`src/rtl/bitty_ctrl.sv`:
```
// bitty_ctrl: multi-cycle control unit for the bitty 16-bit datapath; legal instructions retire 5 cycles after run.
// Define BITTY_CTRL_IMM_EN to decode format 01 as Rx <- Rx op imm8; otherwise format 01 is illegal.
module bitty_ctrl (
  input  logic        clk_i,
  input  logic        reset_i,
  input  logic        run_i,
  input  logic [15:0] instruction_i,
  output logic [15:0] alu_a_o,
  output logic [15:0] alu_b_o,
  output logic [2:0]  alu_sel_o,
  input  logic [15:0] alu_out_i,
  output logic        busy_o,
  output logic        done_o,
  output logic        err_o,
  input  logic        dbg_we_i,
  input  logic [2:0]  dbg_addr_i,
  input  logic [15:0] dbg_wdata_i,
  output logic [15:0] dbg_rdata_o
);

  typedef enum logic [2:0] {
    S_IDLE,
    S_FETCH_A,
    S_FETCH_B,
    S_EXEC,
    S_WB
  } state_t;

  state_t      state_q;
  logic [15:0] rf_q [8];
  logic [2:0]  rx_q;
  logic [2:0]  ry_q;
  logic [2:0]  sel_q;
  logic [15:0] alu_a_q;
  logic [15:0] alu_b_q;
  logic [2:0]  alu_sel_q;
  logic [15:0] res_q;
  logic        busy_q;
  logic        done_q;
  logic        err_q;
  logic        legal_d;

`ifdef BITTY_CTRL_IMM_EN
  logic        imm_fmt_q;
  logic [7:0]  imm_q;
`else
  logic        unused_imm_bits;
  assign unused_imm_bits = ^instruction_i[9:5];
`endif

  always_comb begin
    legal_d = 1'b0;
    case (instruction_i[1:0])
      2'b00:   legal_d = 1'b1;
`ifdef BITTY_CTRL_IMM_EN
      2'b01:   legal_d = 1'b1;
`endif
      default: legal_d = 1'b0;
    endcase
  end

  always_ff @(posedge clk_i) begin
    if (reset_i) begin
      state_q   <= S_IDLE;
      rx_q      <= '0;
      ry_q      <= '0;
      sel_q     <= '0;
      alu_a_q   <= '0;
      alu_b_q   <= '0;
      alu_sel_q <= '0;
      res_q     <= '0;
      busy_q    <= 1'b0;
      done_q    <= 1'b0;
      err_q     <= 1'b0;
`ifdef BITTY_CTRL_IMM_EN
      imm_fmt_q <= 1'b0;
      imm_q     <= '0;
`endif
      for (int i = 0; i < 8; i++) rf_q[i] <= '0;
    end else begin
      done_q <= 1'b0;
      err_q  <= 1'b0;
      case (state_q)
        S_IDLE: begin
          // Debug write and instruction latch may share this edge; operands are read later.
          if (dbg_we_i) rf_q[dbg_addr_i] <= dbg_wdata_i;
          if (run_i) begin
            rx_q  <= instruction_i[15:13];
            ry_q  <= instruction_i[12:10];
            sel_q <= instruction_i[4:2];
`ifdef BITTY_CTRL_IMM_EN
            imm_fmt_q <= instruction_i[0];
            imm_q     <= instruction_i[12:5];
`endif
            if (legal_d) begin
              state_q <= S_FETCH_A;
              busy_q  <= 1'b1;
            end else begin
              done_q <= 1'b1;
              err_q  <= 1'b1;
            end
          end
        end
        S_FETCH_A: begin
          alu_a_q   <= rf_q[rx_q];
          alu_sel_q <= sel_q;
          state_q   <= S_FETCH_B;
        end
        S_FETCH_B: begin
`ifdef BITTY_CTRL_IMM_EN
          alu_b_q <= imm_fmt_q ? {8'h00, imm_q} : rf_q[ry_q];
`else
          alu_b_q <= rf_q[ry_q];
`endif
          state_q <= S_EXEC;
        end
        S_EXEC: begin
          res_q   <= alu_out_i;
          state_q <= S_WB;
        end
        S_WB: begin
          rf_q[rx_q] <= res_q;
          done_q     <= 1'b1;
          busy_q     <= 1'b0;
          state_q    <= S_IDLE;
        end
        default: begin
          busy_q  <= 1'b0;
          state_q <= S_IDLE;
        end
      endcase
    end
  end

  assign alu_a_o     = alu_a_q;
  assign alu_b_o     = alu_b_q;
  assign alu_sel_o   = alu_sel_q;
  assign busy_o      = busy_q;
  assign done_o      = done_q;
  assign err_o       = err_q;
  assign dbg_rdata_o = rf_q[dbg_addr_i];

endmodule

```
`config.mk`:
```
export PLATFORM = sky130hd
export DESIGN_NAME = bitty_ctrl
export DESIGN_NICKNAME = d
export VERILOG_FILES = /design/src/rtl/bitty_ctrl.sv
export SDC_FILE = /design/constraint.sdc
export NUM_CORES = 1
export LEC_CHECK = 0
export ABC_CLOCK_PERIOD_IN_PS = 2100
export BUFFER_PORTS_ARGS = -buffer_cell sky130_fd_sc_hd__buf_2
export CORE_AREA = 2 2 141 143
export CTS_CLUSTER_DIAMETER = 120
export DETAILED_ROUTE_END_ITERATION = 8
export DIE_AREA = 0 0 143 145
export GPL_TIMING_DRIVEN = 0
export PLACE_DENSITY = 0.85
export SETUP_SLACK_MARGIN = 0.1
export SLEW_MARGIN = 10
export SYNTH_ARGS = -nofsm -noshare
export SYNTH_HDL_FRONTEND = slang
export SYNTH_SLANG_ARGS = --single-unit
```
`constraint.sdc`:
```
create_clock -name clk_i -period 2.1 [get_ports clk_i]
set_clock_uncertainty 0.2 [all_clocks]
set_input_delay 0.315 -clock clk_i [delete_from_list [all_inputs] [get_ports clk_i]]
set_output_delay 0.315 -clock clk_i [all_outputs]
set_load 0.01 [all_outputs]
```
Word-level counts from Yosys, hierarchy flattened
Memories as Yosys holds them, arrays and structs flattened. A register that Yosys moved wholly into a read port is not among the register bits.
Index checks and enable logic that the tools add are counted.
{"block": "classes", "n_eq_ne": 6, "mux": 25, "bitwise_logic": 2, "n_reduce_logical": 9}
{"cell": "two-way mux 16 bit", "count": 2}
{"cell": "OR reduction 16 bit", "count": 2}
{"cell": "two-way mux 1 bit", "count": 16}
{"cell": "two-way mux 3 bit", "count": 4}
{"cell": "one-hot mux 3 bit (4 select lines)", "count": 1}
{"cell": "equality test 3 x 2 -> 1 bit, second input constant", "count": 2}
{"cell": "inequality test 2 bit, second input constant", "count": 2}
{"cell": "one-hot mux 1 bit (2 select lines)", "count": 2}
{"cell": "AND reduction 2 bit", "count": 2}
{"cell": "equality test 3 x 1 -> 1 bit, second input constant", "count": 1}
{"cell": "equality test 3 bit, second input constant", "count": 1}
{"cell": "logical NOT 3 bit", "count": 1}
{"cell": "AND reduction 3 bit", "count": 1}
{"cell": "OR reduction 3 bit", "count": 1}
{"cell": "logical NOT 2 bit", "count": 1}
{"cell": "inverter 1 bit", "count": 2}
{"cell": "OR reduction 2 bit", "count": 1}
{"block": "word_totals", "regBits": 34, "ram_bits": 128, "wordCells": 52, "n_memories": 1}
{"memory": "rf_q", "words": 8, "word_bits": 16, "read_ports": 3, "rd_ports_with_merged_regs": 2, "write_ports": 8, "line_no": "30", "text": "logic [15:0] rf_q [8];"}

Logic depth before layout (Yosys ltp)
{"block": "logic_depth", "depth_word": 7, "mapped_depth": 6, "depth_no_buf": 3}

Worst setup path before layout
OpenSTA, ideal clock, no wires.
{"block": "synth_path", "path_type": "input to output", "start": "in dbg_addr_i[0]", "end": "out dbg_rdata_o[0]", "arrival_ns": 1.626, "t_required_ns": 1.585, "setup_slack_ns": -0.041, "path_stages": 4, "path_buffers": 2, "path_cell_list": "buf_2 buf_2 mux4_2 mux2_2"}
{"block": "synth_between", "elab_chain_cells": 1}
{"element": "from (decl)", "line_no": "16", "text": "input logic [2:0] dbg_addr_i,"}
{"element": "memory (8 x 16 bit)"}
{"element": "to (decl)", "line_no": "18", "text": "output logic [15:0] dbg_rdata_o"}
No other way between the ends.

==> results.cfg <==
[synthesis]
synth_area_per_cell_um2 = 12.1
ys_warn_count = 0
synth_cell_types = 39
synth.area.top_cells = edfxtp_1, mux2i_1, dfxtp_1, mux4_2, nor2_1
syn_area_mm2 = 0.0102
ys_seq_area_share_pct = 50.8
synth_top_area_share_pct = 37.8
synth_nets = 896
syn_inst = 841
synth_largest_area_cell = edfxtp_1
synth_seq_cells = 194

[timing]
finalHoldViolCount = 0
min_period_ps = 2470
relSlewSlack_pct = 38.0
fin_ws_ps = -369
rsz0062_at_grt = true
maxSlewViolCount = 0
finalSetupViolations = 263
fmax_mhz = 405
worst_pin_slew_ps = 931
timing.final.crit_share_pct = 118

[floorplanning]
ios = 109
core_mm2 = 0.0192
start_util_pct = 53.0
fp-row-count = 51
die_y_um = 145
dieWidth_um = 143
die_area_mm2 = 0.0207

[global_routing]
grt_pass1_wl_mm = 60.1
use_met2_pct = 60.6
grt_start_max_net_pins = 17
grt_use_met3_pct = 12.9
grt_usage_pct = 40.0
grt_antenna_before_repair = 2
overflow = 0
grt_pass1_vias = 9925
grtUsageMet1_pct = 46.7
grt.busiest_layer = met2

[placement]
gp_congestion = 0.909
dpl_cell_area_mm2 = 0.0111
port_buffers = 101
hpwl_mm = 20.6

[hold_path]
hp-class = primary input to register
min_path_cells = 3

[route]
viasPerCell = 7.65
totalWireLength_mm = 53.5
drt_iter0_markers = 2546
drc = 29
avgRoutedWirePerCell_um = 36.9
first_pass_iters = 9
routed-via-count = 11083
ant_nets = 0

[power_and_ir_drop]
totalPowerFinal_mw = 10.2
leakage_nw = 5.85
cellPowerDensity_mw_per_mm2 = 673
peakVddDrop_uv = 1210

[clock_network]
clkTransAtPathRegs_ps = 80
cts_max_level = 4
cts_tree = yes
cts_inserted_buffers = 17
root_buffer = clkbuf_16
clock_latency_ps = 480
clock_sinks = 194
clockBufferDepth = 2

[critical_path]
cpPeakStageDelay_ps = 570
cp.required_ps = 1580
end_kind = output pin
r2r_cells = 7
crit_slowest_cell = mux4_2
crit_fanout = 2
arrival_ps = 1950
crit_chain = mux4_2 -> mux2_4 -> buf_6
path_class = register to output pin
start_kind = register

[run_status]
status = complete, but fails checks
violations = DRC, setup timing

[finish]
stdcell_area_mm2 = 0.0152
layout_common_cells = buf_4, mux2i_1, edfxtp_1, buf_2, nand2_1
layout_commonest_cell = buf_4
area_growth_pct = 49.2
drive_gt1_share_pct = 49.5
fin_nets = 1225

[flow_run]
drv_cap = 0
-- critical path: cells and delay by family, from the launching register on --
family / cells / cell delay, ps
flip-flops: 1 / 490
multiplexers: 2 / 870
buffers and inverters: 1 / 130
-- sequential cells by signal, summed over array words and instances, names as in the netlist --
| name | count |
|---|---|
| rf_q | 128 |
| alu_a_o | 16 |
| alu_b_o | 16 |
| res_q | 16 |
| alu_sel_o | 3 |
| rx_q | 3 |
| ry_q | 3 |
| sel_q | 3 |
| state_q | 3 |
| busy_o | 1 |
| done_o | 1 |
| err_o | 1 |
-- logic make-up (layout without fill, tap and decap cells) --
kind of cell	count (synthesis)	in the layout	synth area share [%]
AOI/OAI and AO/OA	134	134	10.7
xor gates and xnor gates	1	1	0.0861
buffers and inverters	72	414	3.62
DFF	194	194	50.8
muxes	195	195	23.7
other	0	1	0
and+or+nand+nor	245	245	11.2
-- synth_stat cells, drive strengths merged --
library cell / count
a22oi: 48
a32o: 31
nand2: 66
and3b: 6
nor2: 137
a21oi: 44
xnor2: 1
nand2b: 9
and2: 3
nor4: 1
and3: 1
nor2b: 6
o221ai: 8
nor3b: 5
or4b: 2
buf: 50
nor4bb: 1
nor3: 4
o21a: 1
edfxtp: 128
mux2: 16
a31oi: 1
clkbuf: 22
mux2i: 147
dfxtp: 66
nand3b: 1
a31o: 1
nor4b: 3
mux4: 32
-- per-stage QoR --
step / setup WS, ps / hold slack (ps) / setup TNS (ps) / utilization, % / std cells
floorplan: 134 / 236 / 0 / - / 841
global placement: -711 / 243 / -126050 / 57.6 / 1207
detailed placement: -776 / 248 / -137180 / 57.6 / 1207
CTS: -189 / 11.3 / -2610 / 70.7 / 1382
global route: -362 / 75.8 / -22650 / 79.0 / 1449
finish: -369 / 52.3 / -18680 / 79.0 / 1449
-- worst paths after layout --
kind / startpoint / to / slack, ps
hold reg to reg: alu_b_o[3]$_SDFFE_PP0P_ / alu_b_o[3]$_SDFFE_PP0P_ / 270
hold / removal: run_i / state_q[0]$_SDFFE_PP0P_ / 50
setup reg to reg: state_q[2]$_SDFFE_PP0P_ / rf_q[4][10]$_SDFFCE_PN0P_ / -170
setup / recovery: rf_q[7][9]$_SDFFCE_PN0P_ / dbg_rdata_o[9] / -370
-- power breakdown --
| part | switching [mW] | internal (mW) | total (mW) |
|---|---|---|---|
| Sequential | 0.176 | 4.23 | 4.41 |
| Combinational | 1.29 | 1.00 | 2.29 |
| Clock | 1.72 | 1.80 | 3.52 |
| Total | 3.19 | 7.04 | 10.2 |
-- repair_timing --
action	4_1_cts	5_1_grt
pin swaps	7	37
hold buffers	25	0
buffers inserted	116	58
endpoints found under the hold margin	25	0
endpoints found under the setup margin	303	310
gates cloned	2	9
resized for setup	130	251
-- routing by layer --
| layer | vias to the layer above | routed length, µm |
|---|---|---|
| li1 | 3846 | - |
| met1 | 4985 | 15300 |
| met2 | 1615 | 21700 |
| met3 | 629 | 9540 |
| met4 | 8 | 6790 |
| met5 | - | 160 |
-- final cells by class --
class	count	area, µm²
antenna	1	2.50
buffer	72	702
clock buffer	20	447
clock inverter	12	131
fill	847	4030
multi-input combinational	575	5580
sequential	194	5180
tap	265	332
timing repair buffer	310	2810
(Power assumes the default switching activity.)
